--- config.mk ---
export PLATFORM = sky130hd
export DESIGN_NAME = i2s_dac_tx_flat
export DESIGN_NICKNAME = d
export VERILOG_FILES = /design/src/rtl/i2s_dac_tx_if.sv /design/src/rtl/i2s_dac_tx.sv /design/src/flat_wrapper.sv
export SDC_FILE = /design/constraint.sdc
export NUM_CORES = 1
export LEC_CHECK = 0
export CAP_MARGIN = 20
export CORE_ASPECT_RATIO = 1.5
export CORE_MARGIN = 2
export CORE_UTILIZATION = 30
export DETAILED_ROUTE_END_ITERATION = 6
export GPL_TIMING_DRIVEN = 0
export PLACE_DENSITY = 0.48
export SYNTH_ARGS = -nofsm -noshare
export SYNTH_HDL_FRONTEND = slang
export SYNTH_SLANG_ARGS = --single-unit
--- constraint.sdc ---
create_clock -name CLOCK_50 -period 8.68 [get_ports CLOCK_50]
set_clock_uncertainty 0.15 [all_clocks]
set_input_delay 0.868 -clock CLOCK_50 [delete_from_list [all_inputs] [get_ports CLOCK_50]]
set_output_delay 0.868 -clock CLOCK_50 [all_outputs]
set_load 0.01 [all_outputs]
--- src/rtl/i2s_dac_tx_if.sv ---
// Frame write bus for i2s_dac_tx: one stereo frame per accepted write.
interface i2s_dac_tx_if #(parameter int W = 24);
  logic         write;
  logic [W-1:0] writedata_left;
  logic [W-1:0] writedata_right;
  logic         write_ready;

  modport master (output write, writedata_left, writedata_right, input write_ready);
  modport slave  (input write, writedata_left, writedata_right, output write_ready);
endinterface

--- src/rtl/i2s_dac_tx.sv ---
// I2S DAC transmitter: stereo frame FIFO feeding a serializer that is clocked
// by the codec's BCLK/LRCK, both resynchronized into the CLOCK_50 domain.
// Optional feature: define I2S_DAC_UNDERFLOW_EN to get a sticky underflow port.
module i2s_dac_tx #(
  parameter int DEPTH = 8,
  parameter int W     = 24
) (
  input  logic       CLOCK_50,
  input  logic       reset,
  i2s_dac_tx_if.slave wr,
  input  logic       AUD_BCLK,
  input  logic       AUD_DACLRCK,
  output logic       AUD_DACDAT
`ifdef I2S_DAC_UNDERFLOW_EN
  ,
  output logic       underflow
`endif
);
  localparam int AW = (DEPTH > 1) ? $clog2(DEPTH) : 1;
  localparam int CW = $clog2(DEPTH + 1);
  localparam int BW = $clog2(W + 1);

  typedef enum logic [1:0] {IDLE, DELAY, SHIFT} state_t;

  // codec clock synchronizers and edge detection
  logic [1:0] bclk_sync_q, bclk_sync_d;
  logic [1:0] lrck_sync_q, lrck_sync_d;
  logic       bclk_prev_q, bclk_prev_d;
  logic       lrck_prev_q, lrck_prev_d;

  // frame FIFO
  logic [2*W-1:0] mem_q [DEPTH];
  logic [2*W-1:0] frame_d;
  logic [AW-1:0]  wptr_q, wptr_d;
  logic [AW-1:0]  rptr_q, rptr_d;
  logic [CW-1:0]  count_q, count_d;

  // serializer
  state_t         state_q, state_d;
  logic [W-1:0]   hold_r_q, hold_r_d;
  logic [W-1:0]   shreg_q, shreg_d;
  logic [BW-1:0]  bit_cnt_q, bit_cnt_d;
  logic           dat_q, dat_d;

  logic           bclk_fe, lrck, word_start, fifo_empty, push, pop, underflow_evt;
  logic [2*W-1:0] rd_frame;

  assign lrck          = lrck_sync_q[1];
  assign bclk_fe       = bclk_prev_q & ~bclk_sync_q[1];
  assign word_start    = bclk_fe && (lrck != lrck_prev_q);
  assign fifo_empty    = (count_q == '0);
  // full check uses the pre-pop count, so a pop in the same cycle never frees a slot early
  assign wr.write_ready = !reset && (count_q != CW'(DEPTH));
  assign push          = wr.write && wr.write_ready;
  assign pop           = word_start && !lrck && !fifo_empty;
  assign underflow_evt = word_start && !lrck && fifo_empty;
  assign rd_frame      = mem_q[rptr_q];
  assign AUD_DACDAT    = dat_q;

  // synchronizer shifts, edge history and FIFO bookkeeping
  always_comb begin
    bclk_sync_d = {bclk_sync_q[0], AUD_BCLK};
    lrck_sync_d = {lrck_sync_q[0], AUD_DACLRCK};
    bclk_prev_d = bclk_sync_q[1];
    lrck_prev_d = bclk_fe ? lrck : lrck_prev_q;
    frame_d     = {wr.writedata_left, wr.writedata_right};
    wptr_d      = push ? wptr_q + AW'(1) : wptr_q;
    rptr_d      = pop  ? rptr_q + AW'(1) : rptr_q;
    count_d     = count_q;
    if (push && !pop)      count_d = count_q + CW'(1);
    else if (!push && pop) count_d = count_q - CW'(1);
  end

  // serializer: word start wins in any state, then one delay slot, then W bits MSB first
  always_comb begin
    state_d   = state_q;
    hold_r_d  = hold_r_q;
    shreg_d   = shreg_q;
    bit_cnt_d = bit_cnt_q;
    dat_d     = dat_q;
    if (word_start) begin
      state_d   = DELAY;
      dat_d     = 1'b0;
      bit_cnt_d = '0;
      if (!lrck) begin
        if (fifo_empty) begin
          shreg_d  = '0;
          hold_r_d = '0;
        end else begin
          shreg_d  = rd_frame[2*W-1:W];
          hold_r_d = rd_frame[W-1:0];
        end
      end else begin
        shreg_d = hold_r_q;
      end
    end else if (bclk_fe) begin
      case (state_q)
        IDLE: dat_d = 1'b0;
        DELAY: begin
          state_d   = SHIFT;
          dat_d     = shreg_q[W-1];
          shreg_d   = {shreg_q[W-2:0], 1'b0};
          bit_cnt_d = BW'(1);
        end
        SHIFT: begin
          if (bit_cnt_q == BW'(W)) begin
            state_d = IDLE;
            dat_d   = 1'b0;
          end else begin
            dat_d     = shreg_q[W-1];
            shreg_d   = {shreg_q[W-2:0], 1'b0};
            bit_cnt_d = bit_cnt_q + BW'(1);
          end
        end
        default: state_d = IDLE;
      endcase
    end
  end

  // state registers, all cleared by reset
  always_ff @(posedge CLOCK_50 or posedge reset) begin
    if (reset) begin
      bclk_sync_q <= '0;
      lrck_sync_q <= '0;
      bclk_prev_q <= 1'b0;
      lrck_prev_q <= 1'b0;
      wptr_q      <= '0;
      rptr_q      <= '0;
      count_q     <= '0;
      state_q     <= IDLE;
      hold_r_q    <= '0;
      shreg_q     <= '0;
      bit_cnt_q   <= '0;
      dat_q       <= 1'b0;
    end else begin
      bclk_sync_q <= bclk_sync_d;
      lrck_sync_q <= lrck_sync_d;
      bclk_prev_q <= bclk_prev_d;
      lrck_prev_q <= lrck_prev_d;
      wptr_q      <= wptr_d;
      rptr_q      <= rptr_d;
      count_q     <= count_d;
      state_q     <= state_d;
      hold_r_q    <= hold_r_d;
      shreg_q     <= shreg_d;
      bit_cnt_q   <= bit_cnt_d;
      dat_q       <= dat_d;
    end
  end

  // FIFO storage; contents are don't-care while count is 0
  always_ff @(posedge CLOCK_50) begin
    if (push) mem_q[wptr_q] <= frame_d;
  end

`ifdef I2S_DAC_UNDERFLOW_EN
  logic underflow_q, underflow_d;

  // sticky underflow: any left-word start on an empty FIFO
  always_comb begin
    underflow_d = underflow_q | underflow_evt;
  end

  // underflow register
  always_ff @(posedge CLOCK_50 or posedge reset) begin
    if (reset) underflow_q <= 1'b0;
    else       underflow_q <= underflow_d;
  end

  assign underflow = underflow_q;
`else
  logic unused_uf;
  assign unused_uf = underflow_evt;
`endif
endmodule

--- src/flat_wrapper.sv ---
// flat-port wrapper written by rule: the top's interface ports become plain ports
module i2s_dac_tx_flat 
#(
  parameter int DEPTH = 8,
  parameter int W     = 24
)
  (CLOCK_50, reset, AUD_BCLK, AUD_DACLRCK, AUD_DACDAT, wr_write, wr_writedata_left, wr_writedata_right, wr_write_ready);
  i2s_dac_tx_if #(.W(W)) wr_i ();
  input  logic CLOCK_50;
  input  logic reset;
  input  logic AUD_BCLK;
  input  logic AUD_DACLRCK;
  output logic AUD_DACDAT;
  input wire logic [$bits(wr_i.write)-1:0] wr_write;
  input wire logic [$bits(wr_i.writedata_left)-1:0] wr_writedata_left;
  input wire logic [$bits(wr_i.writedata_right)-1:0] wr_writedata_right;
  output wire logic [$bits(wr_i.write_ready)-1:0] wr_write_ready;
  assign wr_i.write = wr_write;
  assign wr_i.writedata_left = wr_writedata_left;
  assign wr_i.writedata_right = wr_writedata_right;
  assign wr_write_ready = wr_i.write_ready;
  i2s_dac_tx #(.DEPTH(DEPTH), .W(W)) u_core (.CLOCK_50(CLOCK_50), .reset(reset), .wr(wr_i), .AUD_BCLK(AUD_BCLK), .AUD_DACLRCK(AUD_DACLRCK), .AUD_DACDAT(AUD_DACDAT));
endmodule
==> results.json <==
{
  "status": "finished, final reports clean",
  "synth_cells": 923,
  "clockBufferDepth": 3,
  "grt_use_total": 0.1417,
  "synthFlopType": "edfxtp_1",
  "hold_slack_ns": 0.2009,
  "clock_latency_ns": 0.55,
  "synth-simple-area-share": 0.04389,
  "crit_start": "wr_write",
  "crit_end": "u_core.mem_q[0][13]$_DFFE_PP_",
  "syn_nets": 987,
  "min_period_ns": 3.406,
  "synth_edf_count": 384,
  "cts-hold-fix-buffers": 0,
  "grt_first_pass_wirelength_um": 64690,
  "cts_tree": "yes",
  "finalPower_mw": 6.376,
  "crit_path_start_kind": "input pin",
  "nFillCells": 5516,
  "port_buffers": 54,
  "area_growth_pct": 19.43,
  "ys_seq_area_frac": 0.7447,
  "cap_violations": 0,
  "htree_levels": 2,
  "slew_headroom": 0.3168,
  "async_reset_ff_frac": 0.1579,
  "finalCritPeriodShare": 0.3924,
  "root_buffer": "clkbuf_16",
  "antenna_found_initial": 2,
  "p_leak_nw": 6.995,
  "reg2reg_slack_ns": 5.52,
  "synth_top_family_by_area": "multiplexers",
  "detail_route.wl_per_cell_um": 23.05,
  "hp-class": "reg -> reg",
  "worstReg2RegStart": "u_core.count_q[0]$_DFFE_PP0P_",
  "syn_avg_cell_area_um2": 19.40,
  "fp.dieArea_mm2": 0.06169,
  "first_global_vias": 9680,
  "rows": 109,
  "start_util": 0.3039,
  "path_max_fanout": 9,
  "ir_worst_vdd_mv": 0.09783,
  "regToRegEndpoint": "u_core.mem_q[0][13]$_DFFE_PP_",
  "tightest_slew_ns": 1.025,
  "synth_adder_area_share": 0.008106,
  "firstDrtPassIters": 5,
  "drt-initial-drc-count": 586,
  "synth-warning-count": 0,
  "pre_cts_ws_ns": 4.675,
  "clkSlewWorstSetupHoldPaths_ns": 0.06,
  "post_cts_resized": 0,
  "setup_viol": 0,
  "synth.area.top_cells": "edfxtp_1 64%, mux4_2 12%, dfrtp_1 10%, mux2i_1 1.6%, nand3_1 1.4%",
  "fmax_mhz": 293.6,
  "routabilityCongestion": 0.7510,
  "netlist_area_mm2": 0.01790,
  "num_vias": 9008,
  "worstSetupPathType": "in -> reg",
  "crit_arrival_ns": 3.50,
  "post-cts-setup-buffers": 0,
  "hpwl_um": 29020,
  "fin_ws_ns": 5.274,
  "detail-route-antenna-nets": 0,
  "cts_buffers": 44,
  "vias_per_cell": 4.846,
  "final_hold_viol_count": 0,
  "synth_top_cell_by_area": "edfxtp_1",
  "drive_gt1_frac": 0.2220,
  "grt_max_degree": 67,
  "core_mm2": 0.05892,
  "drc_errors": 0,
  "final_nets": 1113,
  "ys_ff_latch": 456,
  "ios": 55,
  "grt-ovfl-total": 0,
  "p_per_area_mw_per_mm2": 298.2,
  "synth.distinct_cells": 44,
  "r2r_cells": 7,
  "die_y_um": 303.2,
  "synthXorXnorAreaFrac": 0.003913,
  "synth.top_cell.area_share": 0.6440,
  "report.final.slew_viol_count": 0,
  "die_w_um": 203.5,
  "synthMuxAreaShare": 0.1389,
  "cp-end-kind": "register",
  "synth_compound_area_frac": 0.03983,
  "rsz0062_at_grt": "no",
  "worst_ep_required_time_ns": 8.78,
  "drt_wl_total_um": 42850,
  "cts_sinks": 456
}
-- worst min path at each step --
stage	startpoint	endpoint	slack, ns	cells past startpoint
4_1_cts	u_core.lrck_sync_q[0]$_DFF_PP0_	u_core.lrck_sync_q[1]$_DFF_PP0_	0.20	0
6_report	u_core.lrck_sync_q[0]$_DFF_PP0_	u_core.lrck_sync_q[1]$_DFF_PP0_	0.20	0
3_5_place_dp	u_core.lrck_sync_q[0]$_DFF_PP0_	u_core.lrck_sync_q[1]$_DFF_PP0_	0.20	0
2_1_floorplan	u_core.bclk_sync_q[0]$_DFF_PP0_	u_core.bclk_sync_q[1]$_DFF_PP0_	0.18	0
5_1_grt	u_core.lrck_sync_q[0]$_DFF_PP0_	u_core.lrck_sync_q[1]$_DFF_PP0_	0.21	0
3_3_place_gp	u_core.bclk_sync_q[0]$_DFF_PP0_	u_core.bclk_sync_q[1]$_DFF_PP0_	0.19	0
-- synthesized netlist by cell type, types with 2 or more instances --
library cell / count
buf_2: 21
clkbuf_1: 12
o2111ai_1: 2
buf_4: 5
o21ai_1: 24
xnor2_1: 6
buf_1: 4
a21oi_1: 29
dfrtp_1: 72
mux4_2: 96
xor2_1: 2
nand2_1: 38
nand2b_1: 9
o211ai_1: 2
ha_1: 10
buf_6: 12
nor3_1: 3
and4_1: 23
nor2_1: 11
o2bb2ai_1: 23
inv_1: 9
o21ai_0: 25
mux2_2: 2
nand3_1: 51
edfxtp_1: 384
and2b_1: 2
mux2i_1: 29
-- worst max-delay path, stage by stage --
cell	delay, ns
clkdlybuf4s50_1	0.47
inv_1	0.05
a211oi_2	0.46
nand2b_1	0.33
nor3_2	0.66
buf_6	0.27
buf_6	0.19
buf_6	0.18
-- power breakdown --
group	internal, mW	leakage (nW)	switching [mW]
Clock	1.17	0.722	0.811
Sequential	2.66	4.36	0.133
Combinational	0.743	1.92	0.862
Total	4.57	7.00	1.81
-- sequential cells by signal (all words and copies together) (netlist names) --
signal              flops
u_core.wptr_q           3
u_core.lrck_prev_q      1
u_core.mem_q          384
u_core.AUD_DACDAT       1
u_core.shreg_q         24
u_core.bclk_sync_q      2
u_core.rptr_q           3
u_core.hold_r_q        24
u_core.bclk_prev_q      1
u_core.bit_cnt_q        5
u_core.lrck_sync_q      2
u_core.state_q          2
u_core.count_q          4
-- stage by stage --
stage,cells,setup TNS [ns],utilization,instance area [µm²]
finish,1859,0,0.3629,21380
detailed placement,1780,0,0.3379,19910
global route,1858,0,0.3629,21380
global placement,1754,-137.23,0.3296,19420
floorplan,923,0,-,17900
CTS,1858,0,0.3629,21380
-- logic make-up after synthesis --
logic type | after synthesis
DFF | 456
AOI/OAI and AO/OA | 114
muxes | 128
xor gates and xnor gates | 8
buffers and inverters | 63
and+or+nand+nor | 143
adders and majority gates | 11
-- cell type report --
cell class / instances / area (µm²) / share of cell area
Tap cell: 777 / 972.2 / 0.04547
Inverter: 9 / 36.28 / 0.001697
Timing Repair Buffer: 80 / 974.7 / 0.04558
Buffer: 54 / 337.8 / 0.01580
Antenna cell: 1 / 2.502 / 0.0001170
Multi-Input combinational cell: 404 / 4255 / 0.1990
Sequential cell: 456 / 13330 / 0.6235
Clock buffer: 55 / 1215 / 0.05682
Clock inverter: 23 / 256.5 / 0.01200
-- layout by cell type (no fill, tap or decap), types with 7 or more instances in the layout --
cell type	synthesis	final
dfrtp_1	72	72
o2bb2ai_1	23	23
nand2b_1	9	9
clkbuf_16	0	46
nand3_1	51	51
edfxtp_1	384	384
clkinv_1	0	9
buf_12	0	11
nand2_1	38	38
o21ai_0	25	25
mux2i_1	29	29
buf_6	12	23
mux4_2	96	96
and4_1	23	23
buf_2	21	21
clkinv_2	0	7
inv_1	9	8
ha_1	10	10
clkdlybuf4s50_1	0	54
o21ai_1	24	24
a21oi_1	29	29
clkbuf_1	12	18
-- per-layer routing --
metal  vias up  GRT usage  share of wire
met2       182     0.2555           0.53
li1       4000          -              -
met4         4    0.04745          0.029
met1      4750     0.1726           0.40
met3        72    0.02292          0.040
met5         -          0        0.00054
(Power assumes the default switching activity.)
